==> src/rtl/gcd_ucode_pkg.sv <==
// gcd_ucode_pkg
// Shared definitions for the GCD microprogram sequencer: branch opcodes,
// microword field positions and the packed microword layout.
package gcd_ucode_pkg;

  localparam int UW_W     = 24;
  localparam int UPC_W    = 4;

  localparam int BI_MSB   = 23;
  localparam int BI_LSB   = 21;
  localparam int BA_MSB   = 20;
  localparam int BA_LSB   = 17;
  localparam int IE_BIT   = 16;
  localparam int WE_BIT   = 15;
  localparam int WA_MSB   = 14;
  localparam int WA_LSB   = 13;
  localparam int RAE_BIT  = 12;
  localparam int RAA_MSB  = 11;
  localparam int RAA_LSB  = 10;
  localparam int RBE_BIT  = 9;
  localparam int RBA_MSB  = 8;
  localparam int RBA_LSB  = 7;
  localparam int ALU_MSB  = 6;
  localparam int ALU_LSB  = 4;
  localparam int SH_MSB   = 3;
  localparam int SH_LSB   = 2;
  localparam int OE_BIT   = 1;
  localparam int DONE_BIT = 0;

  typedef enum logic [2:0] {
    BI_NEXT = 3'd0,
    BI_WAIT = 3'd1,
    BI_BNZ  = 3'd2,
    BI_RST  = 3'd3,
    BI_B    = 3'd4,
    BI_BN   = 3'd5
  } bi_e;

  // bi is kept as raw bits so the illegal codes 6/7 stay representable.
  typedef struct packed {
    logic [2:0]       bi;
    logic [UPC_W-1:0] ba;
    logic             ie;
    logic             we;
    logic [1:0]       wa;
    logic             rae;
    logic [1:0]       raa;
    logic             rbe;
    logic [1:0]       rba;
    logic [2:0]       alusel;
    logic [1:0]       sh;
    logic             oe;
    logic             done;
  } ucode_t;

  // Codes 6 and 7 are the only ones with both upper bits set.
  function automatic logic bi_legal(input logic [2:0] bi);
    return !(bi[2] && bi[1]);
  endfunction

endpackage

==> src/rtl/gcd_ucode_decode.sv <==
// gcd_ucode_decode
// Splits a raw microword into its fields and suppresses the side-effecting
// controls (ie, we, oe, done) while halted or in reset.
// Ports:
//   i_q     in  24  raw microword from the ROM
//   i_halt  in  1   freeze request
//   i_rst_n in  1   active-low reset (level, used only for gating)
//   o_uw    out     decoded, gated microword
module gcd_ucode_decode
  import gcd_ucode_pkg::*;
(
  input  logic [UW_W-1:0] i_q,
  input  logic            i_halt,
  input  logic            i_rst_n,
  output ucode_t          o_uw
);

  logic w_block;

  assign w_block = i_halt | ~i_rst_n;

  always_comb begin
    o_uw        = '0;
    o_uw.bi     = i_q[BI_MSB:BI_LSB];
    o_uw.ba     = i_q[BA_MSB:BA_LSB];
    o_uw.ie     = i_q[IE_BIT]   & ~w_block;
    o_uw.we     = i_q[WE_BIT]   & ~w_block;
    o_uw.wa     = i_q[WA_MSB:WA_LSB];
    o_uw.rae    = i_q[RAE_BIT];
    o_uw.raa    = i_q[RAA_MSB:RAA_LSB];
    o_uw.rbe    = i_q[RBE_BIT];
    o_uw.rba    = i_q[RBA_MSB:RBA_LSB];
    o_uw.alusel = i_q[ALU_MSB:ALU_LSB];
    o_uw.sh     = i_q[SH_MSB:SH_LSB];
    o_uw.oe     = i_q[OE_BIT]   & ~w_block;
    o_uw.done   = i_q[DONE_BIT] & ~w_block;
  end

endmodule

==> src/rtl/gcd_useq.sv <==
// gcd_useq
// Microprogram sequencer for the GCD datapath. Holds the micro-PC that
// addresses the microcode ROM, decodes the returned word into datapath
// controls and resolves the next address from start / ALU flags. Adds a
// start edge detector, halt, illegal-opcode flag and a busy watchdog.
// Ports:
//   clk, rst_n                  clock, async active-low reset
//   start, halt                 run request (edge), freeze
//   alu_zero, alu_neg           same-cycle ALU flags
//   rom_q / rom_addr            microword in, micro-PC out
//   ie we rae rbe oe done       decoded control bits
//   wa raa rba alusel sh        decoded address / select fields
//   busy                        current word is not WAIT
//   err, timeout                sticky illegal-opcode / watchdog flags
//
// bi   | meaning
// NEXT | upc+1 (wraps)
// WAIT | idle; jump to ba on start edge, clears err/timeout
// BNZ  | ba if !alu_zero else upc+1
// RST  | go to 0
// B    | ba
// BN   | ba if alu_neg else upc+1
// 6/7  | illegal: go to 0, set err
module gcd_useq
  import gcd_ucode_pkg::*;
#(
  parameter int WDOG_MAX = 255
)(
  input  logic             clk,
  input  logic             rst_n,
  input  logic             start,
  input  logic             halt,
  input  logic             alu_zero,
  input  logic             alu_neg,
  input  logic [UW_W-1:0]  rom_q,
  output logic [UPC_W-1:0] rom_addr,
  output logic             ie,
  output logic             we,
  output logic             rae,
  output logic             rbe,
  output logic             oe,
  output logic             done,
  output logic [1:0]       wa,
  output logic [1:0]       raa,
  output logic [1:0]       rba,
  output logic [2:0]       alusel,
  output logic [1:0]       sh,
  output logic             busy,
  output logic             err,
  output logic             timeout
);

  localparam int CW = (WDOG_MAX < 2) ? 1 : $clog2(WDOG_MAX + 1);

  ucode_t           w_uw;
  logic [UPC_W-1:0] r_upc, w_upc_nxt, w_upc_inc;
  logic             r_start_q;
  logic             r_armed;
  logic [CW-1:0]    r_wdog, w_wdog_nxt;
  logic             r_err, w_err_nxt;
  logic             r_timeout, w_to_nxt;
  logic             w_start_edge;
  logic             w_busy;
  logic             w_abort;

  gcd_ucode_decode u_decode (
    .i_q     (rom_q),
    .i_halt  (halt),
    .i_rst_n (rst_n),
    .o_uw    (w_uw)
  );

  // r_armed stays low until start has been seen low once after reset, so a
  // start level held through reset release is not mistaken for an edge.
  assign w_start_edge = start & ~r_start_q & r_armed;
  assign w_busy       = (w_uw.bi != BI_WAIT);
  assign w_abort      = (WDOG_MAX != 0) && w_busy && (r_wdog == CW'(WDOG_MAX));
  assign w_upc_inc    = r_upc + 4'd1;

  always_ff @(posedge clk or negedge rst_n) begin
    if (!rst_n) begin
      r_upc     <= '0;
      r_start_q <= 1'b0;
      r_armed   <= 1'b0;
      r_wdog    <= '0;
      r_err     <= 1'b0;
      r_timeout <= 1'b0;
    end else begin
      r_upc     <= w_upc_nxt;
      r_start_q <= start;
      if (!start) r_armed <= 1'b1;
      r_wdog    <= w_wdog_nxt;
      r_err     <= w_err_nxt;
      r_timeout <= w_to_nxt;
    end
  end

  always_comb begin
    w_upc_nxt  = r_upc;
    w_wdog_nxt = r_wdog;
    w_err_nxt  = r_err;
    w_to_nxt   = r_timeout;
    if (!halt) begin
      if (!bi_legal(w_uw.bi)) begin
        w_upc_nxt = '0;
        w_err_nxt = 1'b1;
      end else begin
        case (w_uw.bi)
          BI_NEXT: w_upc_nxt = w_upc_inc;
          BI_WAIT: begin
            if (w_start_edge) begin
              w_upc_nxt = w_uw.ba;
              w_err_nxt = 1'b0;
              w_to_nxt  = 1'b0;
            end
          end
          BI_BNZ:  w_upc_nxt = alu_zero ? w_upc_inc : w_uw.ba;
          BI_RST:  w_upc_nxt = '0;
          BI_B:    w_upc_nxt = w_uw.ba;
          BI_BN:   w_upc_nxt = alu_neg ? w_uw.ba : w_upc_inc;
          default: w_upc_nxt = '0;
        endcase
      end
      // Abort overrides the branch target but leaves a same-cycle err set.
      if (!w_busy) begin
        w_wdog_nxt = '0;
      end else if (w_abort) begin
        w_upc_nxt  = '0;
        w_to_nxt   = 1'b1;
        w_wdog_nxt = '0;
      end else begin
        w_wdog_nxt = r_wdog + 1'b1;
      end
    end
  end

  assign rom_addr = r_upc;
  assign ie       = w_uw.ie;
  assign we       = w_uw.we;
  assign rae      = w_uw.rae;
  assign rbe      = w_uw.rbe;
  assign oe       = w_uw.oe;
  assign done     = w_uw.done;
  assign wa       = w_uw.wa;
  assign raa      = w_uw.raa;
  assign rba      = w_uw.rba;
  assign alusel   = w_uw.alusel;
  assign sh       = w_uw.sh;
  assign busy     = w_busy;
  assign err      = r_err;
  assign timeout  = r_timeout;

endmodule

==> config.mk <==
export PLATFORM = sky130hd
export DESIGN_NAME = gcd_useq
export DESIGN_NICKNAME = d
export VERILOG_FILES = /design/src/rtl/gcd_ucode_pkg.sv /design/src/rtl/gcd_ucode_decode.sv /design/src/rtl/gcd_useq.sv
export SDC_FILE = /design/constraint.sdc
export NUM_CORES = 1
export LEC_CHECK = 0
export CORE_UTILIZATION = 35
export CTS_CLUSTER_DIAMETER = 100
export DETAILED_ROUTE_END_ITERATION = 7
export GPL_TIMING_DRIVEN = 0
export PLACE_DENSITY = 0.71
export SETUP_SLACK_MARGIN = 0.2
export SLEW_MARGIN = 10
export SYNTH_ARGS = -nofsm -noshare
export SYNTH_HDL_FRONTEND = slang
export SYNTH_SLANG_ARGS = --single-unit
export TNS_END_PERCENT = 1
==> constraint.sdc <==
create_clock -name clk -period 2 [get_ports clk]
set_clock_uncertainty 0.05 [all_clocks]
set_input_delay 0.2 -clock clk [delete_from_list [all_inputs] [get_ports clk]]
set_output_delay 0.2 -clock clk [all_outputs]
set_load 0.005 [all_outputs]
==> results_dict.tcl, run 1 <==
set metrics [dict create \
    status "finished, violations left" \
    failed_checks "DRC" \
    design_area_mm2 0.001602 \
    power_density_mw_per_mm2 577.8 \
    worstPathMaxFanout 5 \
    setup_viol 0 \
    worstPathArrival_ps 1890 \
    antenna_found_initial 0 \
    diodes 0 \
    clkLatencyLatePin_ps 280 \
    grt_max_degree 17 \
    rr_worst_depth 5 \
    startpoint_type "register" \
    cp_cell_sequence "ha_1, and3_4, a2111oi_4, nor2_1, a32oi_1" \
    viasPerCell 5.379 \
    use_met2_pct 27.08 \
    grt.busiest_layer "met2" \
    initial_core_util_pct 38.16 \
    synth_warnings 0 \
    yosys_register_bits 16 \
    endpoint_kind "register" \
    rsz0062_at_grt "yes" \
    hold_path.class "input port to register" \
    r2r_start "r_wdog[0]" \
    ff2ff_setup_slack_ps 260 \
    fin_nets 200 \
    mappedNetlistNets 153 \
    avgSynthCellArea_um2 8.996 \
    grt_pass1_wl_mm 3.946 \
    core-area_mm2 0.002853 \
    die_width_um 57.77 \
    p_int_uw 647.7 \
    ys_seq_area_share_pct 36.78 \
    hold_end "err" \
    io_pins 54 \
    place_ws_ps -426.5 \
    drt_iter0_drc 42 \
    max-slew-margin-rel_pct 52.95 \
    die_h_um 57.77 \
    netlist_area_mm2 0.001089 \
    final_cell_mix "clkdlybuf4s50_1, dfrtp_1, buf_4" \
    clk_pin_slew_ps 90 \
    portBuffers 40 \
    h-tree-depth 1 \
    routabilityCongestion 0.8242 \
    synth_cell_types 41 \
    grtUsageTotal_pct 15.17 \
    drv_slew 0 \
    die_area_mm2 0.003337 \
    synth.top_cell.area_share_pct 36.78 \
    holdPathStages 3 \
    irDropWorstVdd_v 0.0004304 \
    numCtsBuffers 3 \
    switching_power_uw 277.7 \
    finalHoldViolations 0 \
    postSynthCellCount 121 \
    dpl-instance-area_mm2 0.001528 \
    cts_tree "built" \
    grt_util_met3_pct 1.786 \
    drive_gt1_share_pct 17.96 \
    clk_path_buf_depth 2 \
    p_leak_uw 0.0006800 \
    use_met1_pct 18.34 \
    fill_cells 269 \
    grt_pass1_vias 957 \
    vias 1065 \
    fmax_ghz 0.5747 \
    post-synth-top-area-cell "dfrtp_1" \
    r2r-end "rom_addr[3]" \
    row_count 19 \
    cts_root_buffer "clkbuf_4" \
    crit_path_top_delay_cell "dfrtp_1" \
    wl_per_cell_um 13.01 \
    setup_ws_ps 260.1 \
    area_growth_pct 47.13 \
    p_comb_share_pct 30.2 \
    wl_mm 2.575 \
    layout_commonest_cell "clkdlybuf4s50_1" \
    dpl.hpwl_mm 1.955 \
    cts.sinks 16 \
    synth_area_leaders "dfrtp_1, buf_4, o21ai_0" \
    ant_nets 0 \
    min_from "rom_q[22]" \
    tightest_slew_ps 703.5 \
    p_seq_share_pct 47.3 \
    drc 5 \
    whs_ps 279.5 \
    crit_path_max_incr_delay_ps 420 \
    switching_share_pct 30.00 \
    p_clk_share_pct 22.5 \
    required_ps 2150 \
    crit_type "register to register" \
    fin_crit_sh_pct 87.00 \
    grt.overflow.total 0 \
    period_minus_slack_ps 1740 \
    firstDrtPassIters 6 \
    drv_cap 0 \
]
power by group through the flow:
stage	sequential [uW]	clock, uW	combinational (uW)
2_1_floorplan	432	0	153
3_3_place_gp	439	0	269
3_5_place_dp	443	0	278
4_1_cts	437	219	280
5_1_grt	446	233	313
6_report	437	209	280
flip-flops by register name, indices dropped and copies added, names as in the netlist:
signal     count
err            1
r_armed        1
r_start_q      1
r_wdog         8
rom_addr       4
timeout        1
area by class of cell:
| type | instances | area [um2] | share of cell area [%] |
|---|---|---|---|
| multi-input combinational | 86 | 575.6 | 35.94 |
| sequential | 16 | 400.4 | 25.00 |
| tap | 31 | 38.79 | 2.422 |
| buffer | 14 | 111.4 | 6.953 |
| inverter | 5 | 21.27 | 1.328 |
| timing repair buffer | 42 | 417.9 | 26.09 |
| clock buffer | 4 | 36.28 | 2.266 |
layer usage:
| metal | routed length, um | part of all wire, % | up-vias |
|---|---|---|---|
| met1 | 1041 | 40 | 498 |
| met2 | 1266 | 49 | 55 |
| met3 | 222 | 8.6 | 4 |
| met4 | 44 | 1.7 | 0 |
| met5 | 0 | 0 | - |
| li1 | - | - | 508 |
worst max-delay path by stage:
| stage | cells after the start | startpoint | end | slack, ps |
|---|---|---|---|---|
| 6_report | 5 | r_wdog[0] | rom_addr[3] | 260 |
| 5_1_grt | 5 | r_wdog[0] | rom_addr[3] | 140 |
| 4_1_cts | 5 | r_wdog[0] | rom_addr[2] | 150 |
| 3_5_place_dp | 4 | rst_n | ie | -430 |
| 3_3_place_gp | 4 | rst_n | ie | -350 |
| 2_1_floorplan | 5 | r_wdog[0] | rom_addr[2] | 350 |
cells in the mapped netlist:
cell type,number
and3_1,1
a31oi_1,1
dfrtp_1,16
nand4b_1,1
or3_1,1
nand2_1,9
and2_2,1
inv_1,4
clkbuf_8,1
or3b_1,1
a2111oi_1,1
a21oi_2,1
o21ai_1,3
a22oi_1,2
nand4_1,1
xor2_1,3
inv_4,1
nor2b_1,4
o21ai_0,9
and3_4,1
a21o_1,1
buf_4,13
xnor2_1,2
a21o_2,1
nor4_1,1
a21oi_1,5
a311oi_1,1
o22ai_4,1
nand3b_1,1
and4_1,1
nand3_1,3
nand2b_1,3
nor3b_4,1
ha_1,2
nand2b_4,1
a211oi_1,1
and2_1,4
o32ai_1,1
nor2_1,12
a32oi_1,2
nor3_1,2
through the flow:
stage | utilization [%] | setup TNS (ps) | power [uW] | cells
floorplan | - | 0 | 585.3 | 121
global placement | 53.55 | -1386 | 708.6 | 192
detailed placement | 53.55 | -1651 | 720.9 | 192
finish | 56.14 | 0 | 925.4 | 198
global route | 56.14 | 0 | 992.4 | 198
CTS | 55.44 | 0 | 935.4 | 198
critical path, delay by kind of cell (launching register included):
family	cells	cell delay [ps]
flip-flops	1	420
adder cells (fa/ha/maj)	1	270
AO/OA/AOI/OAI	2	570
AND/OR/NAND/NOR	2	360
what timing repair did:
| action | 4_1_cts | 5_1_grt |
|---|---|---|
| endpoints found under the setup margin | 8 | 5 |
| hold buffers | 1 | 0 |
| endpoints found under the hold margin | 16 | 0 |
| gates resized for setup | 7 | 3 |
| pin swaps | 1 | 1 |
| buffers inserted | 1 | 0 |
logic make-up (layout without fill, tap and decap cells):
kind of cell | after synthesis | count (layout) | synth area share [%]
xor gates and xnor gates | 5 | 5 | 4.024
buffers and inverters | 19 | 65 | 12.18
adders and majority gates | 2 | 2 | 2.298
AOI/OAI and AO/OA | 30 | 30 | 18.74
DFF | 16 | 16 | 36.78
and+or+nand+nor | 49 | 49 | 25.98
Power figures use the tool's default switching activity.
==> inputs of run 2 (changes only) <==
--- a/config.mk
+++ b/config.mk
@@ -8,7 +8,7 @@
 export CORE_UTILIZATION = 35
 export CTS_CLUSTER_DIAMETER = 100
 export DETAILED_ROUTE_END_ITERATION = 7
-export GPL_TIMING_DRIVEN = 0
+export GPL_TIMING_DRIVEN = 1
 export PLACE_DENSITY = 0.71
 export SETUP_SLACK_MARGIN = 0.2
 export SLEW_MARGIN = 10
==> run 2 against run 1 <==
  * Cell area is 14% lower
  * Critical path type is now input port to primary output
  * Highest routed layer unchanged
  * The flow still finishes with violations (DRC)
  * Clock power up 4%
  * Critical endpoint is now busy
  * Fmax is 3.3% lower
==> results_dict.tcl, run 2 (same netlist as run 1, synthesis figures left out) <==
set metrics [dict create \
    critical_path.top_delay_family "buffers and inverters" \
    irDropWorstVdd_v 0.0003898 \
    initial_core_util_pct 38.16 \
    antenna_found_initial 0 \
    drt_iter0_drc 29 \
    dpl.hpwl_mm 1.839 \
    whs_ps 201.0 \
    core-area_mm2 0.002853 \
    clk_pin_slew_ps 100 \
    grt.overflow.total 0 \
    tightest_slew_ps 372.7 \
    vias 948 \
    routabilityCongestion 0.7490 \
    wl_per_cell_um 14.07 \
    row_count 19 \
    fin_nets 176 \
    wl_mm 2.448 \
    fin_crit_sh_pct 89.99 \
    power_density_mw_per_mm2 651.6 \
    cts_root_buffer "clkbuf_4" \
    largest-register "r_wdog" \
    viasPerCell 5.448 \
    cts_tree "built" \
    grt_pass1_vias 946 \
    rsz0062_at_grt "yes" \
    setup_viol 0 \
    required_ps 1750 \
    firstDrtPassIters 8 \
    r2r-end "rom_addr[1]" \
    crit_type "input port to primary output" \
    setup-tns-final_ps 0 \
    crit_top_cell "clkdlybuf4s50_1" \
    grt_max_degree 17 \
    cp_cell_sequence "clkdlybuf4s50_1, nor3b_4, inv_4, clkdlybuf4s50_1" \
    drv_slew 0 \
    fmax_ghz 0.5556 \
    crit_path_top_delay_cell "clkdlybuf4s50_1" \
    hold_path.class "input port to asynchronous set/reset pin" \
    drc 4 \
    die_area_mm2 0.003337 \
    ff2ff_setup_slack_ps 250 \
    die_width_um 57.77 \
    final_cell_mix "clkdlybuf4s50_1, dfrtp_1, nor2_1" \
    cp_num_buf_inv 3 \
    cts_setup_buffers 0 \
    drive_gt1_share_pct 13.29 \
    setup_ws_ps 200.2 \
    worstPathMaxFanout 5 \
    worstPathArrival_ps 1550 \
    largest_register_ffs 8 \
    clkLatencyLatePin_ps 290 \
    grtUsageTotal_pct 16.25 \
    diodes 0 \
    cts.sinks 16 \
    r2r_start "r_wdog[0]" \
    finalHoldViolations 0 \
    p_leak_uw 0.0005690 \
    grt_pass1_wl_mm 4.188 \
    startpoint_type "input port" \
    status "finished, violations left" \
    endpoint_kind "primary output" \
    io_pins 54 \
    numCtsBuffers 3 \
    period_minus_slack_ps 1800 \
    layout_commonest_cell "clkdlybuf4s50_1" \
    crit_path_max_incr_delay_ps 560 \
    max-slew-margin-rel_pct 75.11 \
    cts_hold_buf 0 \
    place_ws_ps 90.76 \
    area_growth_pct 25.86 \
    rr_worst_depth 5 \
    failed_checks "DRC" \
    clk_path_buf_depth 2 \
    drv_cap 0 \
    h-tree-depth 1 \
    portBuffers 27 \
    ant_nets 0 \
    final_util_pct 48.03 \
    die_h_um 57.77 \
]
## run 2: area by class of cell
cell class                 instances  area, um2
multi-input combinational         86      563.0
sequential                        16      400.4
clock buffer                       4      36.28
timing repair buffer              32      310.3
inverter                           5      21.27
tap                               31      38.79
fill                             277       1483
## run 2: through the flow
step	total power [uW]	cell area, um2	instances
finish	892.7	1370	174
global route	962.3	1370	174
CTS	905.6	1368	174
detailed placement	679.9	1324	170
global placement	669.7	1324	170
floorplan	585.3	1089	121
## run 2: metal layers
layer	part of all wire (%)	vias up	global-route usage (%)
li1	-	460	-
met1	41	431	20.28
met2	48	49	26.74
met3	8.6	8	4.911
met4	1.6	0	5.782
met5	0	-	0
## run 2: where the power goes
group | total (uW) | internal, uW | leakage (uW) | switching, uW
sequential | 441 | 378 | 0.000207 | 62.6
clock | 218 | 111 | 0.0000210 | 107
combinational | 234 | 125 | 0.000341 | 110
total | 893 | 614 | 0.000569 | 279
## run 2: how the worst max path moves through the flow
stage | startpoint | end | slack (ps) | cells past startpoint
2_1_floorplan | r_wdog[0] | rom_addr[2] | 350 | 5
3_3_place_gp | rst_n | ie | 120 | 4
3_5_place_dp | rst_n | ie | 90 | 4
4_1_cts | rom_q[23] | busy | 130 | 4
5_1_grt | r_wdog[0] | rom_addr[1] | 130 | 5
6_report | rom_q[21] | busy | 200 | 4
## run 2: what timing repair did
item                                    CTS  global route
gates resized for setup                   2             1
hold endpoints to repair                  0             0
endpoints found under the setup margin    8             8
==> inputs of run 3 (changes only) <==
==> constraint.sdc (replaced) <==
create_clock -name clk -period 2 [get_ports clk]
set_clock_uncertainty 0.05 [all_clocks]
set_input_delay 0.2 -clock clk [delete_from_list [all_inputs] [get_ports clk]]
set_output_delay 0.2 -clock clk [all_outputs]
set_load 0.01 [all_outputs]
==> run 3 against run 2 <==
  * Register-to-register slack about the same
  * Fmax grew 0.90%
  * Sequential share of layout area is 0.39 points lower
  * Largest cell class unchanged
  * Non-clock buffer count did not move
  * Via count stayed put
  * The run still ends with DRC left
==> results_dict.tcl, run 3 (same netlist as run 1, synthesis figures left out) <==
set metrics [dict create \
    status "finished, violations left" \
    failed_checks "DRC" \
    critical_path.top_delay_family "buffers and inverters" \
    crit_path_top_delay_cell "clkdlybuf4s50_1" \
    clkLatencyLatePin_ps 280 \
    crit_type "input port to primary output" \
    routabilityCongestion 0.7531 \
    initial_core_util_pct 38.16 \
    setup-tns-final_ps 0 \
    drive_gt1_share_pct 13.29 \
    whs_ps 203.9 \
    setup_viol 0 \
    rsz0062_at_grt "yes" \
    cts_hold_buf 0 \
    clk_pin_slew_ps 90 \
    layout_commonest_cell "clkdlybuf4s50_1" \
    ant_nets 0 \
    finalHoldViolations 0 \
    row_count 19 \
    period_minus_slack_ps 1784 \
    drt_iter0_drc 38 \
    grt_pass1_vias 900 \
    h-tree-depth 1 \
    worstPathMaxFanout 5 \
    numCtsBuffers 3 \
    multi_input_area_um2 580.6 \
    fill_cells 279 \
    die_width_um 57.77 \
    dpl.hpwl_mm 1.837 \
    drv_slew 0 \
    crit_top_cell "clkdlybuf4s50_1" \
    area_growth_pct 27.59 \
    wl_per_cell_um 14.16 \
    cp_cell_sequence "clkdlybuf4s50_1, nor3b_4, inv_4, clkdlybuf4s50_1" \
    grt_pass1_wl_mm 4.153 \
    required_ps 1750 \
    final-seq-area_um2 400.4 \
    largest_register_ffs 8 \
    io_pins 54 \
    grt.overflow.total 0 \
    grt_max_degree 17 \
    drc 5 \
    worstPathArrival_ps 1530 \
    tightest_slew_ps 422.6 \
    vias 948 \
    portBuffers 27 \
    drv_cap 0 \
    wl_mm 2.464 \
    p_leak_uw 0.0005917 \
    endpoint_kind "primary output" \
    cp_num_buf_inv 3 \
    hold_path.class "input port to asynchronous set/reset pin" \
    cts_root_buffer "clkbuf_4" \
    die_area_mm2 0.003337 \
    diodes 0 \
    core-area_mm2 0.002853 \
    clk_path_buf_depth 2 \
    crit_path_max_incr_delay_ps 500 \
    max-slew-margin-rel_pct 71.83 \
    fmax_ghz 0.5606 \
    fin_nets 176 \
    largest-register "r_wdog" \
    fin_crit_sh_pct 89.18 \
    cts.sinks 16 \
    antenna_found_initial 0 \
    viasPerCell 5.448 \
    cts_tree "built" \
    final_util_pct 48.68 \
    firstDrtPassIters 7 \
    final_cell_mix "clkdlybuf4s50_1, dfrtp_1, nor2_1" \
    grtUsageTotal_pct 16.09 \
    startpoint_type "input port" \
    die_h_um 57.77 \
    power_density_mw_per_mm2 642.3 \
    irDropWorstVdd_v 0.0003760 \
]
-- run 3: cell count changes in the layout (fill, tap and decap cells not counted) --
cell	delta
dlymetal6s2s_1	+1
a2111oi_2	-1
nor2b_4	+1
clkdlybuf4s50_1	-2
nor2b_2	-1
dlygate4sd2_1	+1
a2111oi_4	+1
-- run 3: final timing paths --
| kind | from | to | slack [ps] | depth (start not counted) |
|---|---|---|---|---|
| max | rom_q[21] | busy | 220 | 4 |
| min | rst_n | r_start_q | 200 | 2 |
| max reg2reg | r_wdog[0] | rom_addr[3] | 240 | 5 |
| min reg2reg | r_armed | r_armed | 430 | 1 |
| max in group asynchronous | rst_n | err | 1520 | 2 |
| min in group clk | rom_q[22] | err | 290 | 3 |
-- run 3: cell type report --
cell class / instances / share of cell area [%]
inverter: 5 / 1.532
clock buffer: 4 / 2.613
sequential: 16 / 28.83
multi-input combinational: 86 / 41.80
tap: 31 / 2.793
timing repair buffer: 32 / 22.43
-- run 3: stage by stage --
stage                     total power, uW  area, um2  cells  setup WS, ps
final                               892.1       1389    174         216.3
after global routing                953.9       1389    174         157.7
after CTS                           901.1       1366    174         128.0
after detailed placement            685.4       1324    170         42.90
after global placement              674.1       1324    170         88.19
after floorplan                     596.0       1089    121         346.6
-- run 3: timing repair --
action / CTS / global route
buffers inserted: 0 / 0
gates resized for setup: 3 / 4
endpoints found under the setup margin: 8 / 9
cloned: 0 / 0
pin swaps: 0 / 1
-- run 3: layer usage --
layer  GRT usage (%)  vias up  share of wire (%)
met3           2.455        8                6.1
met5               0        -                  0
li1                -      461                  -
met2           27.08       34                 49
met4           6.803        0                1.7
met1           20.68      445                 43
-- run 3: where the power goes --
part           total, uW  internal (uW)  switching [uW]
combinational        244            126             117
clock                211            111             100
sequential           437            378            58.9
-- run 3: worst register-to-register path, delay by kind of cell (launching register included) --
kind,cells,cell delay [ps]
fa+ha+maj,1,270
compound gates,2,590
simple gates,2,350
flops,1,410
